$ cat config.mk
export PLATFORM = sky130hd
export DESIGN_NAME = fetch_stage_flat
export DESIGN_NICKNAME = d
export VERILOG_FILES = /design/src/rtl/fetch_stage_if.sv /design/src/rtl/fetch_stage.sv /design/src/flat_wrapper.sv
export SDC_FILE = /design/constraint.sdc
export NUM_CORES = 1
export LEC_CHECK = 0
export CAP_MARGIN = 20
export CORE_MARGIN = 4
export CORE_UTILIZATION = 40
export CTS_BUF_LIST = sky130_fd_sc_hd__clkbuf_8 sky130_fd_sc_hd__clkbuf_16
export DETAILED_ROUTE_END_ITERATION = 10
export MAX_ROUTING_LAYER = met4
export PLACE_DENSITY = 0.78
export RECOVER_POWER = 50
export SYNTH_ARGS = -nofsm -noshare
export SYNTH_HDL_FRONTEND = slang
export SYNTH_SLANG_ARGS = --single-unit
export TNS_END_PERCENT = 20
$ cat constraint.sdc
create_clock -name clk -period 10.1 [get_ports clk]
set_clock_uncertainty 0.05 [all_clocks]
set_input_delay 3.03 -clock clk [delete_from_list [all_inputs] [get_ports clk]]
set_output_delay 3.03 -clock clk [all_outputs]
set_load 0.02 [all_outputs]
$ cat src/rtl/fetch_stage_if.sv
`default_nettype none
// +----------------------------------------------------------------------+
// | fetch_stage_if: instruction-memory and issue bundle for fetch_stage  |
// | Revision: 1.0                                                        |
// +----------------------------------------------------------------------+
interface fetch_stage_if #(
    parameter int XLEN = 64
);
    logic            imem_req;
    logic [XLEN-1:0] imem_addr;
    logic            imem_ack;
    logic [31:0]     imem_rdata;
    logic            instr_valid;
    logic            instr_ready;
    logic            branch;
    logic [XLEN-1:0] pc;
    logic [31:0]     instr;
    logic [6:0]      op;
    logic [2:0]      f3;
    logic [6:0]      f7;
    logic [4:0]      rd;
    logic [4:0]      rs1;
    logic [4:0]      rs2;
    logic [XLEN-1:0] imm;
    logic            illegal;

    modport master (
        output imem_req, imem_addr,
        input  imem_ack, imem_rdata,
        output instr_valid,
        input  instr_ready, branch,
        output pc, instr, op, f3, f7, rd, rs1, rs2, imm, illegal
    );

    modport slave (
        input  imem_req, imem_addr,
        output imem_ack, imem_rdata,
        input  instr_valid,
        output instr_ready, branch,
        input  pc, instr, op, f3, f7, rd, rs1, rs2, imm, illegal
    );
endinterface
`default_nettype wire

$ cat src/rtl/fetch_stage.sv
`default_nettype none
// +----------------------------------------------------------------------+
// | fetch_stage: PC, instruction fetch handshake and instruction register |
// | Optional macro FETCH_ILLEGAL_TRAP_EN: halt on unsupported opcodes.    |
// | Revision: 1.0                                                         |
// +----------------------------------------------------------------------+
module fetch_stage #(
    parameter int              XLEN     = 64,
    parameter logic [XLEN-1:0] RESET_PC = '0
) (
    input  wire             clk,
    input  wire             rst_n,
    fetch_stage_if.master   bus
);

    localparam logic [6:0] OP_ALU    = 7'b0110011;
    localparam logic [6:0] OP_LOAD   = 7'b0000011;
    localparam logic [6:0] OP_STORE  = 7'b0100011;
    localparam logic [6:0] OP_BRANCH = 7'b1100011;

    typedef enum logic [1:0] {
        S_IDLE  = 2'd0,
        S_FETCH = 2'd1,
        S_ISSUE = 2'd2
`ifdef FETCH_ILLEGAL_TRAP_EN
        ,S_HALT = 2'd3
`endif
    } state_t;

    state_t          state_q, state_d;
    logic [XLEN-1:0] pc_q, pc_d;
    logic [31:0]     instr_q, instr_d;

    logic [XLEN-1:0] w_imm_i;
    logic [XLEN-1:0] w_imm_s;
    logic [XLEN-1:0] w_imm_b;
    logic [XLEN-1:0] w_imm;
    logic [XLEN-1:0] w_sum;
    logic [XLEN-1:0] w_next_pc;

    assign w_imm_i = {{(XLEN-12){instr_q[31]}}, instr_q[31:20]};
    assign w_imm_s = {{(XLEN-12){instr_q[31]}}, instr_q[31:25], instr_q[11:7]};
    assign w_imm_b = {{(XLEN-13){instr_q[31]}}, instr_q[31], instr_q[7],
                      instr_q[30:25], instr_q[11:8], 1'b0};

    always_comb begin
        w_imm = '0;
        case (instr_q[6:0])
            OP_LOAD:   w_imm = w_imm_i;
            OP_STORE:  w_imm = w_imm_s;
            OP_BRANCH: w_imm = w_imm_b;
            default:   w_imm = '0;
        endcase
    end

    // Branch target uses the B-type immediate regardless of op; control only raises branch for branches.
    assign w_sum     = bus.branch ? (pc_q + w_imm_b) : (pc_q + XLEN'(4));
    assign w_next_pc = w_sum & ~(XLEN'(3));

    always_ff @(posedge clk or negedge rst_n) begin
        if (!rst_n) begin
            state_q <= S_IDLE;
            pc_q    <= RESET_PC;
            instr_q <= 32'h0000_0000;
        end else begin
            state_q <= state_d;
            pc_q    <= pc_d;
            instr_q <= instr_d;
        end
    end

    always_comb begin
        state_d = state_q;
        pc_d    = pc_q;
        instr_d = instr_q;
        case (state_q)
            S_IDLE: state_d = S_FETCH;
            S_FETCH: begin
                if (bus.imem_ack) begin
                    instr_d = bus.imem_rdata;
`ifdef FETCH_ILLEGAL_TRAP_EN
                    if ((bus.imem_rdata[6:0] == OP_ALU)   || (bus.imem_rdata[6:0] == OP_LOAD) ||
                        (bus.imem_rdata[6:0] == OP_STORE) || (bus.imem_rdata[6:0] == OP_BRANCH))
                        state_d = S_ISSUE;
                    else
                        state_d = S_HALT;
`else
                    state_d = S_ISSUE;
`endif
                end
            end
            S_ISSUE: begin
                if (bus.instr_ready) begin
                    pc_d    = w_next_pc;
                    state_d = S_FETCH;
                end
            end
`ifdef FETCH_ILLEGAL_TRAP_EN
            S_HALT: state_d = S_HALT;
`endif
            default: state_d = S_IDLE;
        endcase
    end

    assign bus.imem_req    = (state_q == S_FETCH);
    assign bus.imem_addr   = pc_q;
    assign bus.instr_valid = (state_q == S_ISSUE);
    assign bus.pc          = pc_q;
    assign bus.instr       = instr_q;
    assign bus.op          = instr_q[6:0];
    assign bus.f3          = instr_q[14:12];
    assign bus.f7          = instr_q[31:25];
    assign bus.rd          = instr_q[11:7];
    assign bus.rs1         = instr_q[19:15];
    assign bus.rs2         = instr_q[24:20];
    assign bus.imm         = w_imm;
`ifdef FETCH_ILLEGAL_TRAP_EN
    assign bus.illegal     = (state_q == S_HALT);
`else
    assign bus.illegal     = 1'b0;
`endif

endmodule
`default_nettype wire

$ cat src/flat_wrapper.sv
// flat-port wrapper written by rule: the top's interface ports become plain ports
module fetch_stage_flat 
#(
    parameter int              XLEN     = 64,
    parameter logic [XLEN-1:0] RESET_PC = '0
)
  (clk, rst_n, bus_imem_req, bus_imem_addr, bus_imem_ack, bus_imem_rdata, bus_instr_valid, bus_instr_ready, bus_branch, bus_pc, bus_instr, bus_op, bus_f3, bus_f7, bus_rd, bus_rs1, bus_rs2, bus_imm, bus_illegal);
  fetch_stage_if #(.XLEN(XLEN)) bus_i ();
  input  wire clk;
  input  wire rst_n;
  output wire logic [$bits(bus_i.imem_req)-1:0] bus_imem_req;
  output wire logic [$bits(bus_i.imem_addr)-1:0] bus_imem_addr;
  input wire logic [$bits(bus_i.imem_ack)-1:0] bus_imem_ack;
  input wire logic [$bits(bus_i.imem_rdata)-1:0] bus_imem_rdata;
  output wire logic [$bits(bus_i.instr_valid)-1:0] bus_instr_valid;
  input wire logic [$bits(bus_i.instr_ready)-1:0] bus_instr_ready;
  input wire logic [$bits(bus_i.branch)-1:0] bus_branch;
  output wire logic [$bits(bus_i.pc)-1:0] bus_pc;
  output wire logic [$bits(bus_i.instr)-1:0] bus_instr;
  output wire logic [$bits(bus_i.op)-1:0] bus_op;
  output wire logic [$bits(bus_i.f3)-1:0] bus_f3;
  output wire logic [$bits(bus_i.f7)-1:0] bus_f7;
  output wire logic [$bits(bus_i.rd)-1:0] bus_rd;
  output wire logic [$bits(bus_i.rs1)-1:0] bus_rs1;
  output wire logic [$bits(bus_i.rs2)-1:0] bus_rs2;
  output wire logic [$bits(bus_i.imm)-1:0] bus_imm;
  output wire logic [$bits(bus_i.illegal)-1:0] bus_illegal;
  assign bus_imem_req = bus_i.imem_req;
  assign bus_imem_addr = bus_i.imem_addr;
  assign bus_i.imem_ack = bus_imem_ack;
  assign bus_i.imem_rdata = bus_imem_rdata;
  assign bus_instr_valid = bus_i.instr_valid;
  assign bus_i.instr_ready = bus_instr_ready;
  assign bus_i.branch = bus_branch;
  assign bus_pc = bus_i.pc;
  assign bus_instr = bus_i.instr;
  assign bus_op = bus_i.op;
  assign bus_f3 = bus_i.f3;
  assign bus_f7 = bus_i.f7;
  assign bus_rd = bus_i.rd;
  assign bus_rs1 = bus_i.rs1;
  assign bus_rs2 = bus_i.rs2;
  assign bus_imm = bus_i.imm;
  assign bus_illegal = bus_i.illegal;
  fetch_stage #(.XLEN(XLEN), .RESET_PC(RESET_PC)) u_core (.clk(clk), .rst_n(rst_n), .bus(bus_i));
endmodule
Word level (Yosys, flattened, before mapping)

Cells that the tools add are included.
Widths: inputs -> output; s select.

Bits of input ports: 37
Latch bits: 0
Memories kept: 0
Register bits: 96
Memory bits (read-only): 0
Word-level logic and storage cells: 21
Memory bits (writable): 0

$mul: 0
Bitwise gates (word level): 0
Order comparisons: 0
Shift-type cells: 0
Mux-type cells: 5
$add $sub $neg: 2
Divide/modulo/power cells: 0
Reductions and logical operators: 4
Equal/unequal tests: 7

Operator list:

| operator              | number |
|---|---|
| $pmux 64 s3           | 1 |
| $add 64x3->64 const B | 1 |
| $add 64x64->64        | 1 |
| $mux 64               | 1 |
| $eq 7x2->1 const B    | 1 |
| $eq 7x6->1 const B    | 1 |
| $eq 7x7->1 const B    | 1 |
| $pmux 2 s3            | 1 |
| $reduce_and 2->1      | 3 |
| $mux 2                | 2 |
| $ne 2x1->1 const B    | 2 |
| $eq 2x1->1 const B    | 1 |
| $eq 2x2->1 const B    | 1 |
| $logic_not 2->1       | 1 |

Logic depth before layout (Yosys ltp)

Word-level depth: 3
Gate-level depth with buffers: 14
Mapped depth without buffers: 12

Least setup slack after synthesis

OpenSTA, ideal clock, no wires.

Path kind: input to register
Start point: in bus_branch
End point: reg u_core.pc_q[52], in the netlist u_core.bus.imem_addr[52]
Cell stages on the path: 14
Required time: 9,921 ps
Buffers on the path: 2
Arrival: 5,757 ps
Library setup time: 129 ps
Setup slack: 4,164 ps
Path through: buf_2 clkbuf_1 nand2b_1 ha_1 inv_1 fa_1 nand2b_1 a21oi_1 o21ai_1 a2111o_1 a211oi_2 nand3_1 o211a_1 a2111o_1

Word-level cells in the longest chain between the ends: 1

Ends and longest elaborated chain:

| item                 | line               | source |
|---|---|---|
| from (decl)          | flat_wrapper.sv:17 | `input wire logic [$bits(bus_i.branch)-1:0] bus_branch;` |
| $mux 64              | fetch_stage.sv:57  | `assign w_sum = bus.branch ? (pc_q + w_imm_b) : (pc_q + XLEN'(4));` |
| to (signal assigned) | fetch_stage.sv:67  | `pc_q <= pc_d;` |
| to (decl)            | fetch_stage.sv:31  | `logic [XLEN-1:0] pc_q, pc_d;` |

No other way between the ends.
A chain may end at the register's enable or synchronous reset.

==> metrics.yaml <==
clock_tree.buffer_depth: 2
grt_pass1_wl_um: 43200
antenna_left: 0
fp.coreArea_sq_mm: 0.0210
ys_seq_elements: 96
p_leak_uw: 0.00422
place_area_sq_mm: 0.0104
cts_tree: "built"
clk_latency_ns: 0.36
cts_setup_buffers: 0
start_util_pct: 40.6
relSlewSlack_pct: -110
top_layer: "met4"
hold_viol_final: 0
dieArea_sq_mm: 0.0237
num_vias: 8208
rsz0062_at_grt: "false"
violations: "max-capacitance violations, max-slew violations"
clkTransAtPathRegs_ns: 0.08
maxSlewViolCount: 133
dr.pass1.iters: 5
antenna_cells: 0
critical_path.startpoint_type: "input port"
design_area_sq_mm: 0.0107
setup_viol: 0
place_congestion: 0.985
worstPathRequired_ns: 9.82
overflow: 0
vias_per_cell: 5.74
htree_levels: 3
dp_hpwl_um: 20800
fmax_ghz: 0.138
numClockSinks: 96
dp_slack_ns: 2.96
worstPathCellList: "clkbuf_1 > clkbuf_1"
root_buffer: "clkbuf_16"
layout_common_cells: "clkdlybuf4s50_1, nand2_1, nor2_1, dfrtp_1, dlygate4sd3_1"
grt_pass1_vias: 7768
syn-cell-area_sq_mm: 0.00851
hold_slack_ns: 0.444
numPortBuffers: 290
rows: 53
fin_ws_ns: 2.84
layout.nets: 1198
synth_cells: 1053
netlist-cell-type-count: 74
met3_length_um: 2310
ctsResizeCount: 0
synth.area.top_cells: "dfrtp_1, buf_4, mux2_2"
synth_ff_type: "dfrtp_1"
areaGrowthSynthToFinish_pct: 25.9
synth_area_per_cell_sq_um: 8.08
hold_path_class: "reg -> reg"
period_minus_slack_ns: 7.26
tightest_slew_ns: 3.15
antenna_found_initial: 0
ioPinCount: 296
yosysWarnings: 0
cp-end-kind: "async pin"
status: "finished, violations left"
wl_per_cell_um: 19.4
cp_max_fo: 59
cpMostUsedCell: "clkbuf_1"
synth-edff-count: 0
met2_wirelength_um: 13100
fin_util_pct: 51.1
peakVddDrop_uv: 171
drtIter0Drc: 859
die_y_um: 154
slowest_stage: "clkbuf_1"
maxCapViolCount: 3
cts.hold.buffers_added: 0
fin_crit_sh_pct: 71.9
ys_seq_area_share_pct: 28.2
p_per_area_mw_per_mm2: 307
yosys.area.top_type: "dfrtp_1"
route.detailed.drc: 0
critPathTopFamily: "buffers and inverters"
wl_um: 27800
max_stage_delay_ns: 2.33
drive_gt1_share_pct: 6.58
fp.dieW_um: 154
numCtsBuffers: 9
tns_ns: 0
grt_start_max_net_pins: 60
async_flop_share_pct: 100
synth_top_cell_area_share_pct: 28.2
layout_commonest_cell: "clkdlybuf4s50_1"
drt-met1-wl_um: 11600
arrival_ns: 6.98
gr-usage-all-layers_pct: 23.1
critPathBufInv: 2
crit_type: "in -> async"
## cell usage after synthesis (6+ instances only)
library cell / count
or3_1: 8
or2_2: 8
clkbuf_1: 45
xnor2_1: 40
xor2_1: 24
o21a_1: 6
nand4_1: 15
nor4_1: 34
nor3_1: 17
a31oi_1: 12
o22ai_1: 7
and4_1: 7
a21oi_1: 38
buf_2: 14
mux2i_1: 24
nand2b_1: 9
a32oi_1: 6
dfrtp_1: 96
nand3_1: 47
and3_1: 17
mux2_2: 33
buf_4: 151
o21ai_0: 30
a211oi_1: 9
or4_1: 6
inv_1: 14
ha_1: 10
a22oi_1: 6
o211ai_1: 11
nand2_1: 99
nor2_1: 96
and2_1: 28
## flip-flops by register name, indices dropped and copies added, names as in the netlist
register / count
u_core.state_q: 2
u_core.bus.instr: 32
u_core.bus.imem_addr: 62
## power by group
part / leakage (uW) / switching [uW] / internal (uW)
clock: 0.000147 / 175 / 176
combinational: 0.00286 / 1150 / 888
sequential: 0.00121 / 361 / 541
## path summary, 6_finish.rpt
kind | startpoint | end | slack [ns] | depth (start not counted)
min in group asynchronous | rst_n | u_core.bus.imem_addr[34] | 3.29 | 1
min reg2reg | u_core.bus.imem_addr[63] | u_core.bus.imem_addr[63] | 0.44 | 1
min | u_core.bus.imem_addr[63] | u_core.bus.imem_addr[63] | 0.44 | 1
max reg2reg | u_core.bus.instr[31] | u_core.bus.imem_addr[54] | 6.52 | 10
max | rst_n | u_core.bus.instr[22] | 2.84 | 2
max in group clk | bus_branch | u_core.bus.imem_addr[55] | 3.15 | 9
## kinds of logic after synthesis
family                     synth area share (%)
AOI/OAI and AO/OA                          14.7
adders and majority gates                  1.70
DFF                                        28.2
buffers and inverters                      17.1
and+or+nand+nor                            24.5
muxes                                      7.19
xor gates and xnor gates                   6.58
other                                    0.0440
## per-stage QoR
stage	instances	total power (uW)
floorplan	1057	2260
global placement	1414	2970
detailed placement	1414	2990
CTS	1430	3360
global route	1430	3480
finish	1430	3290
## layer usage
layer  up-vias  global-route usage, %
met5         -                      -
met4         0                   7.99
met3        62                   4.02
met2       490                   36.6
met1      3882                   30.1
li1       3774                      -
## cell type report
| cell class | instances | area [sq um] |
|---|---|---|
| multi-input cells | 731 | 4670 |
| clock inverters | 7 | 68.8 |
| well taps | 275 | 344 |
| clock buffers | 9 | 225 |
| repair buffers | 298 | 2950 |
| inverters | 14 | 52.6 |
| flip-flops and latches | 96 | 2400 |
| fillers | 1994 | 10200 |
No activity file was read; power rests on OpenSTA's default activity.
